## config.mk

```make
export PLATFORM = sky130hd
export DESIGN_NAME = manchester_enc
export DESIGN_NICKNAME = d
export VERILOG_FILES = /design/src/rtl/manchester_enc.sv
export SDC_FILE = /design/constraint.sdc
export NUM_CORES = 1
export LEC_CHECK = 0
export CORE_AREA = 2 2 50 52
export DETAILED_ROUTE_END_ITERATION = 6
export DIE_AREA = 0 0 52 54
export GPL_TIMING_DRIVEN = 0
export PLACE_DENSITY = 0.84
export SYNTH_ARGS = -nofsm -noshare
export SYNTH_HDL_FRONTEND = slang
export SYNTH_SLANG_ARGS = --single-unit
```

## constraint.sdc

```tcl
create_clock -name osc -period 2.3 [get_ports osc]
set_input_delay 0.23 -clock osc [delete_from_list [all_inputs] [get_ports osc]]
set_output_delay 0.23 -clock osc [all_outputs]
set_load 0.01 [all_outputs]
```

## src/rtl/manchester_enc.sv

```systemverilog
// Manchester line transmitter: takes words over valid/ready and sends them MSB first,
// data 0 as low-then-high, data 1 as high-then-low, with an optional 0-bit preamble.
module manchester_enc #(
    parameter int OSC_FRE      = 32,
    parameter int DATA_RATE    = 2,
    parameter int DATA_WIDTH   = 8,
    parameter int PREAMBLE_LEN = 0
) (
    input  logic                  osc,
    input  logic                  rst_n,
    input  logic [DATA_WIDTH-1:0] tx_data,
    input  logic                  tx_valid,
    output logic                  tx_ready,
    output logic                  manchester_data,
    output logic                  tx_busy,
    output logic                  tx_done
);

    localparam int HALF   = OSC_FRE / (2 * DATA_RATE);
    localparam int HALF_W = (HALF > 1) ? $clog2(HALF) : 1;
    localparam int MAXB   = (DATA_WIDTH > PREAMBLE_LEN) ? DATA_WIDTH : PREAMBLE_LEN;
    localparam int BIT_W  = (MAXB > 1) ? $clog2(MAXB) : 1;

    localparam logic [HALF_W-1:0] HALF_LAST = HALF_W'(HALF - 1);
    localparam logic [BIT_W-1:0]  DATA_LAST = BIT_W'(DATA_WIDTH - 1);
    localparam logic [BIT_W-1:0]  PRE_LAST  = BIT_W'((PREAMBLE_LEN > 0) ? PREAMBLE_LEN - 1 : 0);

    if (((OSC_FRE % (2 * DATA_RATE)) != 0) || (HALF < 2) || (DATA_WIDTH < 2)) begin : g_param_check
        $error("manchester_enc: OSC_FRE must be a multiple of 2*DATA_RATE, HALF >= 2, DATA_WIDTH >= 2");
    end

    typedef enum logic [1:0] {
        S_IDLE,
        S_PREAMBLE,
        S_DATA
    } state_t;

    state_t                r_state;
    state_t                w_state_nxt;
    logic [HALF_W-1:0]     r_half_cnt;
    logic [HALF_W-1:0]     w_half_nxt;
    logic                  r_phase;
    logic                  w_phase_nxt;
    logic [BIT_W-1:0]      r_bit_cnt;
    logic [BIT_W-1:0]      w_bit_nxt;
    logic [DATA_WIDTH-1:0] r_shift;
    logic [DATA_WIDTH-1:0] w_shift_nxt;
    logic                  r_line;
    logic                  w_line_nxt;
    logic                  r_busy;
    logic                  r_done;

    logic                  w_half_end;
    logic                  w_sym_end;
    logic                  w_word_end;
    logic                  w_pre_end;
    logic                  w_accept;

    assign w_half_end = (r_half_cnt == HALF_LAST);
    assign w_sym_end  = w_half_end && r_phase;
    assign w_word_end = (r_state == S_DATA) && w_sym_end && (r_bit_cnt == DATA_LAST);
    assign w_pre_end  = (r_state == S_PREAMBLE) && w_sym_end && (r_bit_cnt == PRE_LAST);

    // Ready in the final cycle of a word lets the next one follow with no idle gap.
    assign tx_ready = (r_state == S_IDLE) || w_word_end;
    assign w_accept = tx_valid && tx_ready;

    assign manchester_data = r_line;
    assign tx_busy         = r_busy;
    assign tx_done         = r_done;

    always_ff @(posedge osc or negedge rst_n) begin
        if (!rst_n) begin
            r_state <= S_IDLE;
        end else begin
            r_state <= w_state_nxt;
        end
    end

    always_comb begin
        w_state_nxt = r_state;
        w_half_nxt  = w_half_end ? '0 : r_half_cnt + HALF_W'(1);
        w_phase_nxt = r_phase ^ w_half_end;
        w_bit_nxt   = r_bit_cnt;
        w_shift_nxt = r_shift;
        w_line_nxt  = 1'b0;
        case (r_state)
            S_IDLE: begin
                w_half_nxt  = '0;
                w_phase_nxt = 1'b0;
                w_bit_nxt   = '0;
                if (w_accept) begin
                    w_shift_nxt = tx_data;
                    w_state_nxt = (PREAMBLE_LEN > 0) ? S_PREAMBLE : S_DATA;
                end
            end
            S_PREAMBLE: begin
                w_line_nxt = r_phase;
                if (w_sym_end) begin
                    w_bit_nxt = w_pre_end ? '0 : r_bit_cnt + BIT_W'(1);
                    if (w_pre_end) begin
                        w_state_nxt = S_DATA;
                    end
                end
            end
            S_DATA: begin
                // The line register trails the counters by one cycle, giving the accept-to-line latency.
                w_line_nxt = r_phase ? ~r_shift[DATA_WIDTH-1] : r_shift[DATA_WIDTH-1];
                if (w_sym_end) begin
                    if (w_word_end) begin
                        w_bit_nxt = '0;
                        if (w_accept) begin
                            w_shift_nxt = tx_data;
                        end else begin
                            w_state_nxt = S_IDLE;
                        end
                    end else begin
                        w_bit_nxt   = r_bit_cnt + BIT_W'(1);
                        w_shift_nxt = {r_shift[DATA_WIDTH-2:0], 1'b0};
                    end
                end
            end
            default: begin
                w_state_nxt = S_IDLE;
            end
        endcase
    end

    always_ff @(posedge osc or negedge rst_n) begin
        if (!rst_n) begin
            r_half_cnt <= '0;
            r_phase    <= 1'b0;
            r_bit_cnt  <= '0;
            r_shift    <= '0;
            r_line     <= 1'b0;
            r_busy     <= 1'b0;
            r_done     <= 1'b0;
        end else begin
            r_half_cnt <= w_half_nxt;
            r_phase    <= w_phase_nxt;
            r_bit_cnt  <= w_bit_nxt;
            r_shift    <= w_shift_nxt;
            r_line     <= w_line_nxt;
            r_busy     <= (w_state_nxt != S_IDLE) && (r_state != S_IDLE);
            r_done     <= w_word_end;
        end
    end

endmodule

```

* After elaboration in Yosys (flattened, before gate mapping)
Cells that the tools add are included.
Storage, ports and cells: input bits 11, logic and storage cells 55, flip-flop bits (word level) 20, output and inout bits 4
Operators by class: add/sub/neg operators 2, mux-type cells 21, reductions and logical operators 16, bitwise operators 2, equality and inequality tests 6
Operator list (count):
- $mux 8 | 3
- $mux 3 | 6
- $pmux 8 s2 | 1
- $mux 2 | 6
- $pmux 3 s3 | 1
- $logic_and 1x1->1 | 7
- $add 3x1->3 const B | 2
- $eq 3x3->1 const B | 2
- $pmux 2 s3 | 1
- $reduce_bool 2->1 | 3
- $ne 2x2->1 const B | 2
- $logic_not 3->1 | 1
- $reduce_and 3->1 | 1
- $reduce_bool 3->1 | 1
- $eq 2x1->1 const B | 1
- $eq 2x2->1 const B | 1
- $logic_not 2->1 | 1
- $mux 1 | 2
- $pmux 1 s2 | 1
- $reduce_and 2->1 | 1
- $logic_or 1x1->1 | 1
- $not 1->1 | 1
- $xor 1x1->1 | 1

* Longest topological paths before layout
Gate-level depths: netlist of the first run.
depth after elaboration 12, gate-level depth with buffers 7

* Worst setup path after synthesis of the first run
Ideal clock, no wire load.
path kind flip-flop to output port, start point register r_half_cnt[0], end point output port tx_ready, path buffers 1, required time 2.070 ns, cell stages (with the launch flop) 7, slack 0.502 ns, data arrival time 1.568 ns, cell sequence dfrtp_1 ha_1 ha_1 ha_1 buf_4 and3_2 or2_2
Between the ends: word-level cells in the longest chain between the ends 5
Ends and longest elaborated chain:
- from (decl) | RTL line 40 | logic [HALF_W-1:0] r_half_cnt;
- from (signal assigned) | RTL line 139 | r_half_cnt <= w_half_nxt;
- $eq 3x3->1 | RTL line 59 | assign w_half_end = (r_half_cnt == HALF_LAST);
- $logic_and 1x1->1 | RTL line 60 | assign w_sym_end = w_half_end && r_phase;
- $logic_and 1x1->1 (2 in a row) | RTL line 61 | assign w_word_end = (r_state == S_DATA) && w_sym_end && (r_bit_cnt == DATA_LAST);
- named net w_word_end | RTL line 55 | logic w_word_end;
- $logic_or 1x1->1 | RTL line 65 | assign tx_ready = (r_state == S_IDLE) || w_word_end;
- to (decl) | RTL line 13 | output logic tx_ready,
The timed path passes the listed nets, and every way through them passes these cells.

* Worst setup path after layout of the first run
Same ends and word-level chain as after synthesis.

==> impl_metrics.env, run 1 <==
export IMPL_fmax_mhz=465.2
export IMPL_run_status="finished clean"
export IMPL_ff2ff_path_depth=6
export IMPL_yosys_cell_types_count=35
export IMPL_cp_cell_sequence="ha_1 > ha_2 > ha_2 > and3_4 > or2_2 > buf_2"
export IMPL_die_x_um=52
export IMPL_postCtsSetupRepairBufs=0
export IMPL_synth_warnings=0
export IMPL_worst_pin_slew_ns=0.8927
export IMPL_critPathKind="register to primary output"
export IMPL_avgSynthCellArea_sq_um=11.40
export IMPL_io_buffers=14
export IMPL_peakVddDrop_mv=0.3451
export IMPL_dp_cells=140
export IMPL_final_nets=135
export IMPL_clk_pin_slew_ns=0.12
export IMPL_critPathMaxStageDelay_ns=0.40
export IMPL_whs_ns=0.4143
export IMPL_crit_fanout=9
export IMPL_ff_latch_area_sq_um=500.5
export IMPL_cpMaxStageDelayCell="dfrtp_1"
export IMPL_clock_skew_ns=0.003979
export IMPL_vias_per_cell=5.615
export IMPL_hold_class="input port to asynchronous set/reset pin"
export IMPL_final_common_cell="dfrtp_1"
export IMPL_required_ns=2.07
export IMPL_wl_per_cell_um=14.67
export IMPL_crit_path_start_kind="register"
export IMPL_arrival_ns=1.92
export IMPL_grt_max_degree=21
export IMPL_power_density_nw_per_um2=449.2
export IMPL_diodes=0
export IMPL_overflow=0
export IMPL_ant_nets=0
export IMPL_ys_ff_latch=20
export IMPL_drive_gt1_share_pct=27.43
export IMPL_setup_slack_ns=0.1506
export IMPL_dieHeight_um=54
export IMPL_grt_first_pass_wirelength_mm=3.808
export IMPL_via_count=803
export IMPL_final_area_sq_um=1305
export IMPL_instances_no_fill=143
export IMPL_drc_errors=0
export IMPL_pre_cts_slack_ns=-0.01140
export IMPL_drt_iter0_markers=15
export IMPL_p_leak_nw=0.6096
export IMPL_cpMostUsedCell="ha_2"
export IMPL_cts_root_buffer="clkbuf_4"
export IMPL_track_usage_pct=18.07
export IMPL_rsz0062_at_grt="false"
export IMPL_synth_area_sq_um=1095
export IMPL_grt_pass1_vias=856
export IMPL_dp_hpwl_mm=1.509
export IMPL_io_pins=15
export IMPL_setup_viol_count_final=0
export IMPL_cts_sinks=20
export IMPL_clk_latency_ns=0.30
export IMPL_h_tree_depth=1
export IMPL_fillCellCount=207
export IMPL_layout_common_cells="dfrtp_1 (20), clkdlybuf4s50_1 (13), or2_2 (8), ha_1 (8), o221a_2 (7)"
export IMPL_postCtsHoldBufs=0
export IMPL_cts_made_buffers=3
export IMPL_placed_area_sq_um=1272
export IMPL_core_sq_um=2320
export IMPL_hold_viol=0
export IMPL_die_area_sq_um=2808
export IMPL_grt_antenna_before_repair=0
export IMPL_power_mw=0.5862
export IMPL_yosysSeqAreaShare_pct=45.71
export IMPL_syn_to_final_growth_pct=19.20
export IMPL_syn_instance_count=96
export IMPL_start_util_pct=47.20
export IMPL_end_kind="primary output"
export IMPL_cts_buffer_depth=2
export IMPL_globalplace_congestion=0.7755
export IMPL_row_count=18
export IMPL_slew_violations=0
export IMPL_drv_cap=0
export IMPL_cts_repair_resized=5
export IMPL_synthesis_nets=117
export IMPL_routed_wl_mm=2.098
export IMPL_firstDrtPassIters=4
export IMPL_r2r_slack_ns=0.46
export IMPL_r2r_end="r_shift[2]"
export IMPL_multi_input_area_sq_um=549.3
export IMPL_rr_startpoint="r_half_cnt[0]"
export IMPL_maxSlewHeadroom_pct=40.30
export IMPL_period_share_pct=93.45
export IMPL_fin_crit_ns=2.149
export IMPL_cts_tree="done"
==> power breakdown <==
part / internal [mW] / total [mW] / switching (mW)
clock: 0.0965 / 0.208 / 0.111
combinational: 0.0154 / 0.0268 / 0.0114
sequential: 0.352 / 0.352 / 0
total: 0.463 / 0.586 / 0.123
==> worst max path at each step <==
stage,startpoint,endpoint,slack (ns)
CTS,r_half_cnt[0],tx_ready,0.02
detailed placement,r_half_cnt[0],tx_ready,-0.01
floorplan,r_half_cnt[0],tx_ready,0.50
global route,r_half_cnt[0],tx_ready,0.05
global placement,r_half_cnt[0],tx_ready,0.008
finish,r_half_cnt[0],tx_ready,0.15
==> cell families after synthesis <==
kind of cell,count (synthesis),synth area share (%)
buf+inv,11,4.913
flops,20,45.71
simple gates,26,15.89
compound gates,27,20.34
fa+ha+maj,10,11.43
xor+xnor,1,0.8001
mux,1,0.9143
==> area by class of cell <==
class | instances | share of cell area [%]
plain buffers | 3 | 1.534
repair buffers | 14 | 10.35
well taps | 30 | 2.876
inverters | 7 | 2.013
multi-input cells | 65 | 42.09
flip-flops and latches | 20 | 38.35
clock buffers | 4 | 2.780
==> cell usage after synthesis <==
cell	number	area share (%)
buf_1	1	0.34
nor2b_1	5	2.9
a222oi_1	1	0.91
or2_2	8	4.6
o21ai_0	4	1.8
or3_1	2	1.1
nand2_1	1	0.34
nand3b_1	3	2.1
and2_2	1	0.69
a21boi_1	1	0.69
buf_4	1	0.69
xor2_1	1	0.80
mux2i_1	1	0.91
inv_2	1	0.34
o41ai_1	2	1.6
o221a_2	7	7.2
nor4bb_1	1	0.91
dfrtp_1	20	46
ha_1	10	11
o31ai_1	1	0.69
o32ai_1	1	0.80
o21ai_2	2	1.6
and3_2	1	0.69
a21oi_1	3	1.4
a211o_1	1	0.80
buf_2	1	0.46
o21ai_1	1	0.46
or4b_1	1	0.91
o21ba_2	1	0.91
nor3_1	2	0.91
inv_1	6	2.1
buf_6	1	1.0
a22oi_1	1	0.69
a32oi_1	1	0.80
and2b_2	1	0.80
==> sequential cells by signal (all words and copies together) (netlist names) <==
signal and count:
tx_busy 1, r_state 2, r_phase 1, manchester_data 1
r_shift 8, r_bit_cnt 3, tx_done 1, r_half_cnt 3
==> layer usage <==
layer | track usage, % | routed length (um) | vias up
met5 | 0 | 0 | -
met4 | 5.263 | 8 | 0
met3 | 2.500 | 75 | 2
met2 | 32.07 | 1031 | 17
met1 | 22.90 | 983 | 397
li1 | - | - | 387
==> worst max-delay path, delay by kind of cell, from the launching register on <==
family	cells	cell delay, ns
DFF	1	0.40
adders and majority gates	3	0.59
and+or+nand+nor	2	0.48
buffers and inverters	1	0.14
==> per-stage QoR <==
step	setup TNS, ns	util [%]
after detailed placement	-0.01140	54.85
after CTS	0	56.36
after floorplan	0	-
final	0	56.26
after global routing	0	56.26
after global placement	0	54.85
No activity file was read; power rests on OpenSTA's default activity.
==> inputs of run 2 (changes only) <==
- CAP_MARGIN: not set -> 20
==> results of run 2 <==
Same layout as run 1: the final DEF is identical, and so are final timing and power.
